### src/rtl/uart_word_packer_if.sv
// Byte-in / word-out bus of the UART word packer.
// master = byte source and memory sink, slave = packer.
interface uart_word_packer_if #(
  parameter int ADDR_W = 10
) ();
  logic              rx_dv;
  logic [7:0]        rx_byte;
  logic              mem_we;
  logic [ADDR_W-1:0] mem_addr;
  logic [31:0]       mem_wdata;

  modport master (
    output rx_dv,
    output rx_byte,
    input  mem_we,
    input  mem_addr,
    input  mem_wdata
  );

  modport slave (
    input  rx_dv,
    input  rx_byte,
    output mem_we,
    output mem_addr,
    output mem_wdata
  );
endinterface

### src/rtl/uart_word_packer.sv
// Packs UART bytes little-endian into 32-bit words and
// writes WORD_COUNT of them to sequential memory addresses.
module uart_word_packer #(
  parameter int WORD_COUNT   = 1024,
  parameter int ADDR_W       = 10,
  parameter int TIMEOUT_CLKS = 2000
) (
  input  logic                clk,
  input  logic                rst,
  input  logic                en,
  uart_word_packer_if.slave   bus,
  output logic                recv_done,
  output logic                frame_err,
  output logic                busy
);

  localparam int CNT_W =
    (TIMEOUT_CLKS > 1) ? $clog2(TIMEOUT_CLKS) : 1;
  localparam logic [CNT_W-1:0] TO_LAST =
    CNT_W'(TIMEOUT_CLKS - 1);
  localparam logic [ADDR_W-1:0] LAST_ADDR =
    ADDR_W'(WORD_COUNT - 1);

  typedef enum logic [1:0] {
    S_IDLE,
    S_COLLECT,
    S_DONE
  } state_t;

  state_t            r_state;
  logic [1:0]        r_idx;
  logic [23:0]       r_word;
  logic [ADDR_W-1:0] r_addr;
  logic [CNT_W-1:0]  r_cnt;
  logic              r_we;
  logic [ADDR_W-1:0] r_maddr;
  logic [31:0]       r_wdata;
  logic              r_done;
  logic              r_ferr;

  state_t            w_state;
  logic [1:0]        w_idx;
  logic [23:0]       w_word;
  logic [ADDR_W-1:0] w_addr;
  logic [CNT_W-1:0]  w_cnt;
  logic              w_we;
  logic [ADDR_W-1:0] w_maddr;
  logic [31:0]       w_wdata;
  logic              w_done;
  logic              w_ferr;
  logic              w_last;

  assign w_last = (r_addr == LAST_ADDR);

  always_ff @(posedge clk) begin
    if (!rst) begin
      r_state <= S_IDLE;
      r_idx   <= '0;
      r_word  <= '0;
      r_addr  <= '0;
      r_cnt   <= '0;
      r_we    <= 1'b0;
      r_maddr <= '0;
      r_wdata <= '0;
      r_done  <= 1'b0;
      r_ferr  <= 1'b0;
    end else begin
      r_state <= w_state;
      r_idx   <= w_idx;
      r_word  <= w_word;
      r_addr  <= w_addr;
      r_cnt   <= w_cnt;
      r_we    <= w_we;
      r_maddr <= w_maddr;
      r_wdata <= w_wdata;
      r_done  <= w_done;
      r_ferr  <= w_ferr;
    end
  end

  always_comb begin
    w_state = r_state;
    w_idx   = r_idx;
    w_word  = r_word;
    w_addr  = r_addr;
    w_cnt   = r_cnt;
    w_we    = 1'b0;
    w_maddr = r_maddr;
    w_wdata = r_wdata;
    w_done  = r_done;
    w_ferr  = 1'b0;
    unique case (r_state)
      S_IDLE: begin
        if (en && bus.rx_dv) begin
          w_word  = {16'h0, bus.rx_byte};
          w_idx   = 2'd1;
          w_cnt   = '0;
          w_state = S_COLLECT;
        end
      end
      S_COLLECT: begin
        // en drop beats a byte; a byte beats the timeout
        if (!en) begin
          w_idx   = '0;
          w_cnt   = '0;
          w_state = S_IDLE;
        end else if (bus.rx_dv) begin
          w_cnt = '0;
          if (r_idx == 2'd3) begin
            w_we    = 1'b1;
            w_wdata = {bus.rx_byte, r_word};
            w_maddr = r_addr;
            w_addr  = r_addr + ADDR_W'(1);
            w_idx   = '0;
            w_done  = w_last;
            w_state = w_last ? S_DONE : S_IDLE;
          end else begin
            case (r_idx)
              2'd1:    w_word[15:8]  = bus.rx_byte;
              2'd2:    w_word[23:16] = bus.rx_byte;
              default: w_word[7:0]   = bus.rx_byte;
            endcase
            w_idx = r_idx + 2'd1;
          end
        end else if (r_cnt == TO_LAST) begin
          w_ferr  = 1'b1;
          w_idx   = '0;
          w_cnt   = '0;
          w_state = S_IDLE;
        end else begin
          w_cnt = r_cnt + CNT_W'(1);
        end
      end
      S_DONE: begin
        w_state = S_DONE;
      end
      default: begin
        w_state = S_IDLE;
      end
    endcase
  end

  assign bus.mem_we    = r_we;
  assign bus.mem_addr  = r_maddr;
  assign bus.mem_wdata = r_wdata;
  assign recv_done     = r_done;
  assign frame_err     = r_ferr;
  assign busy          = (r_state == S_COLLECT);

endmodule

### src/flat_wrapper.sv
// flat-port wrapper written by rule: the top's interface ports become plain ports
module uart_word_packer_flat 
#(
  parameter int WORD_COUNT   = 1024,
  parameter int ADDR_W       = 10,
  parameter int TIMEOUT_CLKS = 2000
)
  (clk, rst, en, recv_done, frame_err, busy, bus_rx_dv, bus_rx_byte, bus_mem_we, bus_mem_addr, bus_mem_wdata);
  uart_word_packer_if #(.ADDR_W(ADDR_W)) bus_i ();
  input  logic clk;
  input  logic rst;
  input  logic en;
  output logic recv_done;
  output logic frame_err;
  output logic busy;
  input wire logic [$bits(bus_i.rx_dv)-1:0] bus_rx_dv;
  input wire logic [$bits(bus_i.rx_byte)-1:0] bus_rx_byte;
  output wire logic [$bits(bus_i.mem_we)-1:0] bus_mem_we;
  output wire logic [$bits(bus_i.mem_addr)-1:0] bus_mem_addr;
  output wire logic [$bits(bus_i.mem_wdata)-1:0] bus_mem_wdata;
  assign bus_i.rx_dv = bus_rx_dv;
  assign bus_i.rx_byte = bus_rx_byte;
  assign bus_mem_we = bus_i.mem_we;
  assign bus_mem_addr = bus_i.mem_addr;
  assign bus_mem_wdata = bus_i.mem_wdata;
  uart_word_packer #(.WORD_COUNT(WORD_COUNT), .ADDR_W(ADDR_W), .TIMEOUT_CLKS(TIMEOUT_CLKS)) u_core (.clk(clk), .rst(rst), .en(en), .bus(bus_i), .recv_done(recv_done), .frame_err(frame_err), .busy(busy));
endmodule
### config.mk
export PLATFORM = sky130hd
export DESIGN_NAME = uart_word_packer_flat
export DESIGN_NICKNAME = d
export VERILOG_FILES = /design/src/rtl/uart_word_packer_if.sv /design/src/rtl/uart_word_packer.sv /design/src/flat_wrapper.sv
export SDC_FILE = /design/constraint.sdc
export NUM_CORES = 1
export LEC_CHECK = 0
export CORE_MARGIN = 2
export CORE_UTILIZATION = 50
export DETAILED_ROUTE_END_ITERATION = 6
export PLACE_DENSITY = 0.76
export SLEW_MARGIN = 25
export SYNTH_ARGS = -nofsm -noshare
export SYNTH_HDL_FRONTEND = slang
export SYNTH_SLANG_ARGS = --single-unit
### constraint.sdc
create_clock -name clk -period 3.7 [get_ports clk]
set_clock_uncertainty 0.05 [all_clocks]
set_input_delay 0.925 -clock clk [delete_from_list [all_inputs] [get_ports clk]]
set_output_delay 0.925 -clock clk [all_outputs]
set_load 0.005 [all_outputs]
Word level (Yosys, flattened, before mapping)
Cells that the tools add are included.

word-level totals
  output and inout bits = 46
  logic and storage cells = 73
  register bits = 94

cells by class
  multiplexer cells = 26
  bitwise gates (word level) = 3
  add/sub/neg operators = 3
  equal/unequal tests = 16
  reduce and logical (&&, ||, !) cells = 13

operators with widths
  kind                     count
  $mux W24                 4
  $pmux W24 S2             1
  $mux W11                 4
  $mux W8                  3
  $pmux W11 S2             1
  $mux W2                  9
  $reduce_and A6 Y1        3
  $add A11 B1 Y11 const B  1
  $eq A11 B11 Y1 const B   1
  $add A10 B1 Y10 const B  1
  $eq A10 B10 Y1 const B   1
  $ne A2 B1 Y1 const B     4
  $reduce_and A4 Y1        2
  $eq A2 B2 Y1 const B     3
  $ne A2 B2 Y1 const B     3
  $pmux W2 S3              1
  $reduce_and A3 Y1        2
  $eq A2 B1 Y1 const B     2
  $ne A4 B2 Y1 const B     1
  $ne A4 B3 Y1 const B     1
  $pmux W2 S2              1
  $reduce_or A4 Y1         1
  $not A1 Y1               3
  $add A2 B1 Y2 const B    1
  other kinds (6)          7

Logic depth before layout (Yosys ltp)
Gate-level depths: netlist of run 1.

  depth after elaboration = 7
  gate-level depth with buffers = 7
  mapped depth without buffers = 6

Worst setup path after synthesis of run 1
No wires, ideal clock.

  path type = input-to-reg
  from = input en
  to = register u_core.r_maddr[0], in the netlist u_core.bus.mem_addr[0]
  data required time = 3.580 ns
  setup slack = 1.750 ns
  data arrival time = 1.830 ns
  cell stages on the path = 6
  cells stage by stage = and4b_1 buf_4 nand2_2 buf_1 nand2_1 a21oi_1

on the way
  longest elaborated chain between the ends = 1

ends and longest elaborated chain
  element                             RTL line                RTL
  start, declared                     flat_wrapper.sv:12      input logic en;
  $reduce_and A4 Y1 (no source line)  -
  end signal, assigned                uart_word_packer.sv:74  r_maddr <= w_maddr;
  end, declared                       uart_word_packer.sv:36  logic [ADDR_W-1:0] r_maddr;

No other way between the ends.
A chain may end at the register's enable or synchronous reset.

Worst setup path in the final report of run 1
  from = register u_core.r_state[0]
  to = output busy

on the way
  longest elaborated chain between the ends = 1

ends and longest elaborated chain
  element                 RTL line                 RTL
  start, declared         uart_word_packer.sv:30   state_t r_state;
  start signal, assigned  uart_word_packer.sv:68   r_state <= w_state;
  $eq A2 B1 Y1            uart_word_packer.sv:148  assign busy = (r_state == S_COLLECT);
  end, declared           flat_wrapper.sv:15       output logic busy;

No other way between the ends.

==> metrics.txt, run 1 <==
# TYPE chip_impl_metric gauge
chip_impl_info{name="status",value="finished clean"} 1
chip_impl_info{name="cp-end-kind",value="primary output"} 1
chip_impl_info{name="grt_setup_unrepaired",value="no"} 1
chip_impl_metric{name="async_flop_share",unit="%"} 0
chip_impl_metric{name="core-area",unit="um^2"} 7137
chip_impl_metric{name="drc_errors",unit=""} 0
chip_impl_metric{name="wirelength",unit="um"} 7447
chip_impl_metric{name="floorplan.rows",unit=""} 31
chip_impl_metric{name="synth.yosys.warnings",unit=""} 0
chip_impl_metric{name="numCtsBuffers",unit=""} 9
chip_impl_metric{name="cts.repair.resized",unit=""} 0
chip_impl_metric{name="routabilityCongestion",unit=""} 0.8056
chip_impl_metric{name="synthesis.area",unit="um^2"} 3618
chip_impl_metric{name="via_count",unit=""} 2938
chip_impl_metric{name="hold_viol",unit=""} 0
chip_impl_metric{name="report.power.total",unit="W"} 0.001843
chip_impl_metric{name="clkLatencyLatePin",unit="ns"} 0.35
chip_impl_metric{name="ctsLongestPathBuffers",unit=""} 2
chip_impl_info{name="yosysMostFrequentCell",value="sky130_fd_sc_hd__nand2_1"} 1
chip_impl_metric{name="timing.critical_path.slowest_cell_delay",unit="ns"} 0.55
chip_impl_metric{name="cts_num_sinks",unit=""} 94
chip_impl_metric{name="power_density",unit="nW/um^2"} 415.6
chip_impl_info{name="min-delay-path-class",value="reg2reg"} 1
chip_impl_info{name="route.top_layer_used",value="met4"} 1
chip_impl_metric{name="postCtsHoldBufs",unit=""} 0
chip_impl_info{name="crit_family",value="flip-flops"} 1
chip_impl_metric{name="htreeDepth",unit=""} 3
chip_impl_metric{name="dr_wl_met2",unit="um"} 3612
chip_impl_metric{name="grt_use_total",unit="%"} 19.71
chip_impl_metric{name="worst_pin_slew",unit="ns"} 0.7929
chip_impl_metric{name="seq_area_frac_synth",unit="%"} 52.01
chip_impl_metric{name="netlist_instances",unit=""} 412
chip_impl_metric{name="number_of_top_level_pins",unit=""} 58
chip_impl_metric{name="drt_first_pass_iters",unit=""} 4
chip_impl_metric{name="synth.top_cell.area_share",unit="%"} 52.01
chip_impl_metric{name="leakage",unit="nW"} 1.471
chip_impl_info{name="synth.cells.most_frequent",value="sky130_fd_sc_hd__nand2_1 (103), sky130_fd_sc_hd__dfxtp_1 (94), sky130_fd_sc_hd__a21oi_1 (48)"} 1
chip_impl_metric{name="layout-drive-gt1-share",unit="%"} 6.652
chip_impl_info{name="ys_top_cells_by_area",value="sky130_fd_sc_hd__dfxtp_1 (52%), sky130_fd_sc_hd__nand2_1 (11%), sky130_fd_sc_hd__a21oi_1 (6.6%), sky130_fd_sc_hd__a22o_1 (3.9%), sky130_fd_sc_hd__xnor2_1 (3.4%)"} 1
chip_impl_metric{name="die_w",unit="um"} 89.07
chip_impl_metric{name="maxClockFrequency",unit="GHz"} 0.3824
chip_impl_metric{name="overall_die_area",unit="um^2"} 7933
chip_impl_metric{name="n_fill_cell",unit=""} 642
chip_impl_metric{name="max_slew_margin",unit="%"} 47.08
chip_impl_metric{name="timing.critical_path.required",unit="ns"} 2.72
chip_impl_metric{name="drt_first_iter_violations",unit=""} 93
chip_impl_metric{name="multi_input_comb_area",unit="um^2"} 1579
chip_impl_metric{name="setup.reg_to_reg.worst_slack",unit="ns"} 1.74
chip_impl_metric{name="stdcell_count",unit=""} 565
chip_impl_metric{name="die_h",unit="um"} 89.07
chip_impl_metric{name="route.detailed.wl_per_inst",unit="um"} 13.18
chip_impl_metric{name="wire_length_of_the_first_global_routing_pass",unit="um"} 12210
chip_impl_metric{name="cp_max_fo",unit=""} 11
chip_impl_metric{name="final.period_utilization",unit="%"} 70.68
chip_impl_metric{name="layout.area.seq",unit="um^2"} 1882
chip_impl_metric{name="critPathBufInv",unit=""} 1
chip_impl_metric{name="drtAntennaViolNets",unit=""} 0
chip_impl_metric{name="routed_wl_met3",unit="um"} 243
chip_impl_metric{name="grt_antenna_before_repair",unit=""} 0
chip_impl_info{name="setup.worst_path.start_class",value="flop"} 1
chip_impl_metric{name="finish.utilization",unit="%"} 62.13
chip_impl_metric{name="clkSlewWorstSetupHoldPaths",unit="ns"} 0.10
chip_impl_info{name="worstPathCellList",value="nor2b_1 > clkdlybuf4s50_1"} 1
chip_impl_metric{name="unique_cell_type_count_in_the_yosys_netlist",unit=""} 47
chip_impl_metric{name="total_nets_final",unit=""} 478
chip_impl_metric{name="cts_post_setup_buffers_inserted",unit=""} 0
chip_impl_metric{name="antenna_cells_inserted",unit=""} 0
chip_impl_metric{name="layout_min_cycle_time",unit="ns"} 2.615
chip_impl_metric{name="postSynthNetCount",unit=""} 429
chip_impl_metric{name="grt_max_degree",unit=""} 45
chip_impl_info{name="crit_type",value="reg2out"} 1
chip_impl_metric{name="cap_viol_max_count",unit=""} 0
chip_impl_metric{name="wl_met1",unit="um"} 3407
chip_impl_metric{name="postSynthRegisterBits",unit=""} 94
chip_impl_metric{name="area_growth",unit="%"} 22.54
chip_impl_metric{name="grt_overflow",unit=""} 0
chip_impl_metric{name="tns",unit="ns"} 0
chip_impl_metric{name="floorplan.initialDensity",unit="%"} 50.70
chip_impl_metric{name="syn_avg_cell_area",unit="um^2"} 8.783
chip_impl_metric{name="first_global_vias",unit=""} 2705
chip_impl_info{name="tritoncts_clock_tree",value="built"} 1
chip_impl_info{name="synth_ff_type",value="sky130_fd_sc_hd__dfxtp_1"} 1
chip_impl_info{name="synth_top_cell_by_area",value="sky130_fd_sc_hd__dfxtp_1"} 1
chip_impl_metric{name="critPathArrivalTime",unit="ns"} 1.64
chip_impl_metric{name="port_buffers",unit=""} 57
chip_impl_info{name="slowest_stage",value="sky130_fd_sc_hd__dfxtp_1"} 1
chip_impl_metric{name="final_max_slew_viol_count",unit=""} 0
chip_impl_metric{name="dp.final_hpwl",unit="um"} 5099
chip_impl_metric{name="drt-vias-per-instance",unit=""} 5.200
chip_impl_metric{name="setup_viols_final",unit=""} 0
chip_impl_metric{name="max-vdd-ir-drop",unit="mV"} 0.2292
chip_impl_info{name="cts.root.buffer_cell",value="sky130_fd_sc_hd__clkbuf_8"} 1
chip_impl_metric{name="synth_enable_flop_cells",unit=""} 0
chip_impl_metric{name="dp_cells",unit=""} 549
==> layout by cell type (no fill, tap or decap), types with 2 or more instances in the layout <==
cell | synthesis | routed
sky130_fd_sc_hd__nor3_1 | 5 | 5
sky130_fd_sc_hd__nor2_1 | 25 | 25
sky130_fd_sc_hd__buf_4 | 3 | 5
sky130_fd_sc_hd__inv_1 | 5 | 5
sky130_fd_sc_hd__dfxtp_1 | 94 | 94
sky130_fd_sc_hd__clkbuf_8 | 0 | 9
sky130_fd_sc_hd__clkinvlp_4 | 0 | 2
sky130_fd_sc_hd__clkdlybuf4s50_1 | 0 | 57
sky130_fd_sc_hd__nand4_1 | 4 | 4
sky130_fd_sc_hd__bufinv_16 | 0 | 2
sky130_fd_sc_hd__a21oi_1 | 48 | 48
sky130_fd_sc_hd__nand2_1 | 103 | 103
sky130_fd_sc_hd__and3_1 | 2 | 2
sky130_fd_sc_hd__a22o_1 | 16 | 16
sky130_fd_sc_hd__xor2_1 | 3 | 3
sky130_fd_sc_hd__nor4_1 | 3 | 3
sky130_fd_sc_hd__nand4b_1 | 2 | 2
sky130_fd_sc_hd__nor2_2 | 2 | 2
sky130_fd_sc_hd__o21ai_0 | 11 | 11
sky130_fd_sc_hd__and2_1 | 2 | 2
sky130_fd_sc_hd__nand2b_1 | 4 | 4
sky130_fd_sc_hd__a32oi_1 | 2 | 2
sky130_fd_sc_hd__nand3_1 | 14 | 14
sky130_fd_sc_hd__xnor2_1 | 14 | 14
sky130_fd_sc_hd__ha_1 | 5 | 5
sky130_fd_sc_hd__nor3b_1 | 2 | 2
sky130_fd_sc_hd__and4bb_2 | 2 | 2
==> registers in the layout, summed over array words and instances, names as in the netlist <==
name / count
u_core.recv_done: 1
u_core.bus.mem_wdata: 32
u_core.r_cnt: 11
u_core.r_state: 2
u_core.r_addr: 10
u_core.frame_err: 1
u_core.bus.mem_addr: 10
u_core.r_idx: 2
u_core.bus.mem_we: 1
u_core.r_word: 24
==> final timing paths <==
check / startpoint / endpoint / cells after the start
hold / removal: u_core.r_word[21] / u_core.bus.mem_wdata[21] / 2
hold reg to reg: u_core.r_word[21] / u_core.bus.mem_wdata[21] / 2
setup reg to reg: u_core.r_idx[0] / u_core.r_word[14] / 5
setup / recovery: u_core.r_state[0] / busy / 2
==> worst min-delay path, cell delays in order (launching register included) <==
cell and delay (ns):
sky130_fd_sc_hd__dfxtp_1 0.31, sky130_fd_sc_hd__nand2_1 0.05, sky130_fd_sc_hd__a21oi_1 0.05
==> area by class of cell <==
class / count / share of cell area (%)
Clock buffer: 10 / 2.878
Clock inverter: 6 / 2.144
Inverter: 5 / 0.4233
Multi-Input combinational cell: 289 / 35.61
Sequential cell: 94 / 42.44
Tap cell: 99 / 2.793
Timing Repair Buffer: 62 / 13.71
==> cells by family (layout without fill, tap and decap cells) <==
kind of cell,count (synthesis),count (layout),synth area share (%)
compound gates,85,85,14.35
flops,94,94,52.01
mux,1,1,0.2766
simple gates,181,181,23.17
xor+xnor,17,17,4.115
buf+inv,29,83,4.357
fa+ha+maj,5,5,1.729
==> through the flow <==
step | hold WS [ns] | setup slack [ns] | instance area (um^2)
5_1_grt | 0.4214 | 0.9892 | 4434
6_report | 0.4015 | 1.085 | 4434
3_5_place_dp | 0.3953 | 0.8520 | 4212
3_3_place_gp | 0.3888 | 0.8842 | 4212
2_1_floorplan | 0.3815 | 1.750 | 3618
4_1_cts | 0.4025 | 1.066 | 4434
==> layer usage <==
metal	GRT usage [%]	vias to the layer above
li1	-	1496
met1	25.77	1372
met2	32.23	56
met3	3.047	14
met4	9.091	0
met5	0	-
==> power by group <==
group | switching, W | internal [W]
Sequential | 0.00000722 | 0.00102
Clock | 0.000354 | 0.000387
Combinational | 0.0000478 | 0.0000272
Total | 0.000409 | 0.00143
Power figures use the tool's default switching activity.
==> run 2: changes to the inputs <==
==> constraint.sdc (replaced) <==
create_clock -name clk -period 2.7 [get_ports clk]
set_clock_uncertainty 0.05 [all_clocks]
set_input_delay 0.675 -clock clk [delete_from_list [all_inputs] [get_ports clk]]
set_output_delay 0.675 -clock clk [all_outputs]
set_load 0.005 [all_outputs]
==> run 2 against run 1 <==
Compared with the run above: die area unchanged; cell area increased by 0.68%; power is 29% higher; register-to-register slack lost 1.2 ns; largest power group unchanged.
==> metrics.txt, run 2 (same netlist as run 1, synthesis figures left out) <==
# TYPE chip_impl_metric gauge
chip_impl_metric{name="wire_length_of_the_first_global_routing_pass",unit="um"} 12230
chip_impl_metric{name="layout-drive-gt1-share",unit="%"} 7.839
chip_impl_metric{name="total_nets_final",unit=""} 484
chip_impl_metric{name="n_fill_cell",unit=""} 660
chip_impl_metric{name="grt_overflow",unit=""} 0
chip_impl_metric{name="drt-vias-per-instance",unit=""} 5.156
chip_impl_metric{name="layout.area.seq",unit="um^2"} 1882
chip_impl_metric{name="clkLatencyLatePin",unit="ns"} 0.35
chip_impl_info{name="min-delay-path-class",value="reg2reg"} 1
chip_impl_metric{name="max-vdd-ir-drop",unit="mV"} 0.3246
chip_impl_metric{name="cts_num_sinks",unit=""} 94
chip_impl_info{name="top_library_cells_by_usage_in_the_layout_fill_and_taps_aside",value="sky130_fd_sc_hd__nand2_1 (103), sky130_fd_sc_hd__dfxtp_1 (94), sky130_fd_sc_hd__clkdlybuf4s50_1 (57)"} 1
chip_impl_info{name="cp-end-kind",value="primary output"} 1
chip_impl_metric{name="cts.repair.resized",unit=""} 0
chip_impl_metric{name="routabilityCongestion",unit=""} 0.7708
chip_impl_info{name="slowest_stage",value="sky130_fd_sc_hd__dfxtp_1"} 1
chip_impl_metric{name="power_density",unit="nW/um^2"} 532.6
chip_impl_info{name="layout_commonest_cell",value="sky130_fd_sc_hd__nand2_1"} 1
chip_impl_metric{name="die_w",unit="um"} 89.07
chip_impl_metric{name="cap_viol_max_count",unit=""} 0
chip_impl_metric{name="placed_inst_area",unit="um^2"} 4282
chip_impl_metric{name="route.detailed.wl_per_inst",unit="um"} 13.08
chip_impl_metric{name="critPathBufInv",unit=""} 1
chip_impl_metric{name="first_global_vias",unit=""} 2546
chip_impl_info{name="worstPathCellList",value="nor2b_1 > clkdlybuf4s50_1"} 1
chip_impl_info{name="tritoncts_clock_tree",value="built"} 1
chip_impl_metric{name="grt_use_total",unit="%"} 19.77
chip_impl_metric{name="antenna_cells_inserted",unit=""} 0
chip_impl_metric{name="final_max_slew_viol_count",unit=""} 0
chip_impl_metric{name="area_growth",unit="%"} 23.37
chip_impl_metric{name="critPathArrivalTime",unit="ns"} 1.67
chip_impl_metric{name="via_count",unit=""} 2944
chip_impl_metric{name="floorplan.initialDensity",unit="%"} 50.70
chip_impl_metric{name="cp_max_fo",unit=""} 11
chip_impl_metric{name="timing.critical_path.required",unit="ns"} 1.98
chip_impl_metric{name="leakage",unit="nW"} 1.487
chip_impl_metric{name="layout_min_cycle_time",unit="ns"} 2.394
chip_impl_info{name="cts.root.buffer_cell",value="sky130_fd_sc_hd__clkbuf_8"} 1
chip_impl_metric{name="grt_antenna_before_repair",unit=""} 0
chip_impl_metric{name="numCtsBuffers",unit=""} 9
chip_impl_metric{name="postCtsHoldBufs",unit=""} 0
chip_impl_metric{name="wirelength",unit="um"} 7467
chip_impl_metric{name="hold_viol",unit=""} 0
chip_impl_metric{name="htreeDepth",unit=""} 3
chip_impl_metric{name="drtAntennaViolNets",unit=""} 0
chip_impl_info{name="grt_setup_unrepaired",value="no"} 1
chip_impl_metric{name="worst_pin_slew",unit="ns"} 0.8500
chip_impl_metric{name="finish.utilization",unit="%"} 62.55
chip_impl_metric{name="number_of_flip_flops_in_the_largest_register",unit=""} 32
chip_impl_metric{name="multi_input_comb_area",unit="um^2"} 1579
chip_impl_metric{name="number_of_top_level_pins",unit=""} 58
chip_impl_info{name="source_of_the_worst_hold_timing_path",value="u_core.bus.mem_wdata[7]"} 1
chip_impl_metric{name="port_buffers",unit=""} 57
chip_impl_metric{name="tns",unit="ns"} 0
chip_impl_metric{name="ctsLongestPathBuffers",unit=""} 2
chip_impl_info{name="ff_to_ff_start",value="u_core.r_idx[0]"} 1
chip_impl_metric{name="drt_first_pass_iters",unit=""} 4
chip_impl_metric{name="worst_hold_slack",unit="ns"} 0.4046
chip_impl_metric{name="floorplan.rows",unit=""} 31
chip_impl_metric{name="die_h",unit="um"} 89.07
chip_impl_metric{name="dp.final_hpwl",unit="um"} 5256
chip_impl_metric{name="cts_post_setup_buffers_inserted",unit=""} 0
chip_impl_metric{name="drc_errors",unit=""} 0
chip_impl_metric{name="core-area",unit="um^2"} 7137
chip_impl_metric{name="setup_viols_final",unit=""} 0
chip_impl_info{name="worst_setup_path_startpoint",value="u_core.r_state[0]"} 1
chip_impl_metric{name="final.period_utilization",unit="%"} 88.65
chip_impl_info{name="crit_type",value="reg2out"} 1
chip_impl_info{name="status",value="finished clean"} 1
chip_impl_metric{name="layout.cell_area.non_filler",unit="um^2"} 4464
chip_impl_metric{name="clkSlewWorstSetupHoldPaths",unit="ns"} 0.09
chip_impl_metric{name="timing.critical_path.slowest_cell_delay",unit="ns"} 0.57
chip_impl_metric{name="overall_die_area",unit="um^2"} 7933
chip_impl_info{name="setup.worst_path.start_class",value="flop"} 1
chip_impl_metric{name="max_slew_margin",unit="%"} 43.23
chip_impl_info{name="crit_family",value="flip-flops"} 1
chip_impl_metric{name="grt_max_degree",unit=""} 26
chip_impl_metric{name="drt_first_iter_violations",unit=""} 99
chip_impl_metric{name="maxClockFrequency",unit="GHz"} 0.4178
-- run 2: cell types whose count changed in the layout (fill, tap and decap cells not counted), sizes merged --
cell,before,now
bufinv,2,0
clkbuf,10,11
inv,6,7
buf,5,11
-- run 2: worst paths after layout --
check                                          endpoint  slack, ns  depth (start not counted)
worst min-delay path            u_core.bus.mem_wdata[7]       0.40                          2
worst max register to register         u_core.r_word[4]       0.58                          4
worst max-delay path                               busy       0.31                          2
worst min register to register  u_core.bus.mem_wdata[7]       0.40                          2
-- run 2: layout make-up --
type                       count  share of cell area [%]
tap                           99                   2.775
timing repair buffer          68                   15.19
inverter                       5                  0.4204
clock inverter                 5                  0.9249
multi-input combinational    289                   35.37
sequential                    94                   42.15
clock buffer                  11                   3.167
-- run 2: worst register-to-register path, stage by stage, from the launching register on --
cell                       delay [ns]
sky130_fd_sc_hd__dfxtp_1         0.35
sky130_fd_sc_hd__ha_1            0.36
sky130_fd_sc_hd__nand4b_1        0.25
sky130_fd_sc_hd__a211oi_2        0.75
sky130_fd_sc_hd__o21ai_0         0.21
-- run 2: metal layers --
metal	part of all wire (%)	global-route usage, %	up-vias
li1	-	-	1510
met1	47	27.75	1381
met2	48	30.66	49
met3	4.0	3.232	4
met4	0.87	7.734	0
met5	0	0	-
-- run 2: power breakdown --
part	switching [W]	leakage, nW	internal, W	total (W)
clock network	0.000491	0.0866	0.000369	0.000860
logic	0.0000675	0.642	0.0000420	0.000109
registers	0.0000103	0.759	0.00140	0.00141
total	0.000569	1.49	0.00181	0.00238
-- run 2: stage by stage --
stage	setup WS [ns]	power, W	instances
final	0.3064	0.002377	571
after global placement	0.1812	0.001548	555
after detailed placement	0.1106	0.001550	555
after CTS	0.2870	0.002395	571
after floorplan	0.9995	0.001499	412
after global routing	0.2057	0.002461	571
==> run 3: changes to the inputs <==
--- a/config.mk
+++ b/config.mk
@@ -5,10 +5,12 @@
 export SDC_FILE = /design/constraint.sdc
 export NUM_CORES = 1
 export LEC_CHECK = 0
+export ABC_CLOCK_PERIOD_IN_PS = 2700
 export CORE_MARGIN = 2
 export CORE_UTILIZATION = 50
 export DETAILED_ROUTE_END_ITERATION = 6
 export PLACE_DENSITY = 0.76
+export REMOVE_ABC_BUFFERS = 1
 export SLEW_MARGIN = 25
 export SYNTH_ARGS = -nofsm -noshare
 export SYNTH_HDL_FRONTEND = slang
==> run 3 against run 2 <==
Compared with the run above: sequential share of layout area about the same; highest routed layer unchanged; critical path depth is the same; worst hold slack improved by 0.0032 ns; maximum frequency decreased by 1.6%; critical endpoint unchanged; clock power is 7.8% higher; via count rose by 0.48%; critical path type unchanged; global-route usage up 0.76 points; largest cell class unchanged; core utilization about the same.
==> metrics.txt, run 3 (same netlist as run 1, synthesis figures left out) <==
# TYPE chip_impl_metric gauge
chip_impl_info{name="status",value="finished clean"} 1
chip_impl_info{name="grt_setup_unrepaired",value="no"} 1
chip_impl_metric{name="final_max_slew_viol_count",unit=""} 0
chip_impl_metric{name="postLayoutSetupSlackWorst",unit="ns"} 0.2675
chip_impl_metric{name="htreeDepth",unit=""} 3
chip_impl_metric{name="drt_first_pass_iters",unit=""} 4
chip_impl_metric{name="power_density",unit="nW/um^2"} 546.4
chip_impl_metric{name="antenna_cells_inserted",unit=""} 0
chip_impl_metric{name="cap_viol_max_count",unit=""} 0
chip_impl_info{name="source_of_the_worst_hold_timing_path",value="u_core.bus.mem_wdata[9]"} 1
chip_impl_metric{name="tns",unit="ns"} 0
chip_impl_metric{name="port_buffers",unit=""} 57
chip_impl_metric{name="timing.critical_path.required",unit="ns"} 1.98
chip_impl_metric{name="final.period_utilization",unit="%"} 90.09
chip_impl_metric{name="max_slew_margin",unit="%"} 43.16
chip_impl_metric{name="wire_length_of_the_first_global_routing_pass",unit="um"} 12640
chip_impl_metric{name="cp_max_fo",unit=""} 11
chip_impl_metric{name="core-area",unit="um^2"} 7137
chip_impl_metric{name="layout-drive-gt1-share",unit="%"} 7.660
chip_impl_metric{name="grt_max_degree",unit=""} 56
chip_impl_metric{name="ctsLongestPathBuffers",unit=""} 2
chip_impl_metric{name="first_global_vias",unit=""} 2802
chip_impl_metric{name="wirelength",unit="um"} 7703
chip_impl_metric{name="postCtsHoldBufs",unit=""} 0
chip_impl_metric{name="comb_power_share",unit="%"} 4.3
chip_impl_metric{name="clkSlewWorstSetupHoldPaths",unit="ns"} 0.10
chip_impl_metric{name="clkLatencyLatePin",unit="ns"} 0.38
chip_impl_info{name="ff_to_ff_start",value="u_core.r_idx[0]"} 1
chip_impl_metric{name="setup_viols_final",unit=""} 0
chip_impl_info{name="cts.root.buffer_cell",value="sky130_fd_sc_hd__clkbuf_8"} 1
chip_impl_metric{name="leakage",unit="nW"} 1.489
chip_impl_metric{name="worstRegToRegCells",unit=""} 4
chip_impl_metric{name="clockPowerShare",unit="%"} 38.0
chip_impl_metric{name="via_count",unit=""} 2958
chip_impl_metric{name="floorplan.initialDensity",unit="%"} 50.70
chip_impl_metric{name="worst_hold_path.num_cells",unit=""} 2
chip_impl_metric{name="total_nets_final",unit=""} 482
chip_impl_metric{name="number_of_flip_flops_in_the_largest_register",unit=""} 32
chip_impl_metric{name="max-vdd-ir-drop",unit="mV"} 0.3107
chip_impl_metric{name="maxClockFrequency",unit="GHz"} 0.4111
chip_impl_info{name="tritoncts_clock_tree",value="built"} 1
chip_impl_metric{name="psw",unit="W"} 0.0006361
chip_impl_metric{name="route.detailed.wl_per_inst",unit="um"} 13.54
chip_impl_metric{name="hold_viol",unit=""} 0
chip_impl_metric{name="drtAntennaViolNets",unit=""} 0
chip_impl_metric{name="dp_cells",unit=""} 553
chip_impl_metric{name="drt-vias-per-instance",unit=""} 5.199
chip_impl_metric{name="die_h",unit="um"} 89.07
chip_impl_info{name="cp-end-kind",value="primary output"} 1
chip_impl_metric{name="numCtsBuffers",unit=""} 9
chip_impl_metric{name="critPathArrivalTime",unit="ns"} 1.71
chip_impl_metric{name="area_growth",unit="%"} 23.41
chip_impl_metric{name="setup.reg_to_reg.worst_slack",unit="ns"} 0.60
chip_impl_info{name="setup.worst_path.start_class",value="flop"} 1
chip_impl_metric{name="cts.repair.resized",unit=""} 0
chip_impl_metric{name="overall_die_area",unit="um^2"} 7933
chip_impl_metric{name="drt_first_iter_violations",unit=""} 133
chip_impl_metric{name="number_of_top_level_pins",unit=""} 58
chip_impl_metric{name="grt_use_total",unit="%"} 20.53
chip_impl_metric{name="finish.utilization",unit="%"} 62.57
chip_impl_metric{name="layout_min_cycle_time",unit="ns"} 2.433
chip_impl_info{name="layout_commonest_cell",value="sky130_fd_sc_hd__nand2_1"} 1
chip_impl_metric{name="pre_cts_ws",unit="ns"} 0.09652
chip_impl_info{name="top_library_cells_by_usage_in_the_layout_fill_and_taps_aside",value="sky130_fd_sc_hd__nand2_1 (103), sky130_fd_sc_hd__dfxtp_1 (94), sky130_fd_sc_hd__clkdlybuf4s50_1 (57)"} 1
chip_impl_metric{name="seq_power_share",unit="%"} 57.7
chip_impl_metric{name="stdcell_count",unit=""} 569
chip_impl_metric{name="switching_share",unit="%"} 26.07
chip_impl_metric{name="n_fill_cell",unit=""} 618
chip_impl_info{name="r2r_end",value="u_core.r_word[0]"} 1
chip_impl_info{name="min_delay_worst_endpoint",value="u_core.bus.mem_wdata[9]"} 1
chip_impl_info{name="min-delay-path-class",value="reg2reg"} 1
chip_impl_metric{name="routabilityCongestion",unit=""} 0.7458
chip_impl_metric{name="grt_overflow",unit=""} 0
chip_impl_metric{name="grt_antenna_before_repair",unit=""} 0
chip_impl_metric{name="floorplan.rows",unit=""} 31
chip_impl_info{name="crit_type",value="reg2out"} 1
chip_impl_metric{name="worst_pin_slew",unit="ns"} 0.8510
chip_impl_metric{name="die_w",unit="um"} 89.07
chip_impl_metric{name="p_int",unit="W"} 0.001804
chip_impl_metric{name="cts_post_setup_buffers_inserted",unit=""} 0
chip_impl_metric{name="drc_errors",unit=""} 0
chip_impl_metric{name="dp.final_hpwl",unit="um"} 5194
chip_impl_metric{name="cts_num_sinks",unit=""} 94
[run 3: cell types whose count changed in the layout (fill, tap and decap cells not counted), sizes merged]
cell	before	now
inv	7	8
buf	11	9
clkinvlp	2	1
clkinv	1	3
clkbuf	11	9
[run 3: layout make-up]
cell class	count	area (um^2)	share of cell area (%)
Clock inverter	7	75.07	1.681
Tap cell	99	123.9	2.774
Inverter	5	18.77	0.4203
Sequential cell	94	1882	42.14
Multi-Input combinational cell	289	1579	35.36
Clock buffer	9	123.9	2.774
Timing Repair Buffer	66	663.1	14.85
[run 3: metal layers]
metal | global-route usage [%] | share of wire [%]
met1 | 26.12 | 43
met2 | 34.40 | 51
met3 | 4.432 | 4.7
met4 | 7.734 | 0.79
met5 | 0 | 0
[run 3: how the worst max path moves through the flow]
stage                      startpoint                to  slack (ns)  cells after the start
finish              u_core.r_state[0]              busy        0.27                      2
global route        u_core.r_state[0]              busy        0.20                      2
CTS                 u_core.r_state[0]              busy        0.26                      2
detailed placement                 en  u_core.r_word[1]         0.1                      4
global placement                   en  u_core.r_word[3]        0.19                      4
floorplan                          en  u_core.r_addr[0]        0.41                      4
[run 3: power by group through the flow]
stage	Combinational [W]	Sequential (W)	Clock [W]
final	0.000106	0.00141	0.000927
after global routing	0.000118	0.00141	0.000991
after floorplan	0.0000514	0.00144	0
after detailed placement	0.000106	0.00144	0
after CTS	0.000107	0.00141	0.000943
after global placement	0.000103	0.00144	0
[run 3: worst max-delay path, stage by stage (launching register included)]
cell and delay, ns:
sky130_fd_sc_hd__dfxtp_1 0.54, sky130_fd_sc_hd__nor2b_1 0.26, sky130_fd_sc_hd__clkdlybuf4s50_1 0.54
[run 3: through the flow]
| step | power [W] | cell area (um^2) | hold WS (ns) |
|---|---|---|---|
| floorplan | 0.001489 | 3480 | 0.3815 |
| global placement | 0.001542 | 4267 | 0.3902 |
| detailed placement | 0.001546 | 4267 | 0.3952 |
| CTS | 0.002457 | 4466 | 0.4102 |
| global route | 0.002519 | 4466 | 0.4250 |
| finish | 0.002440 | 4466 | 0.4078 |
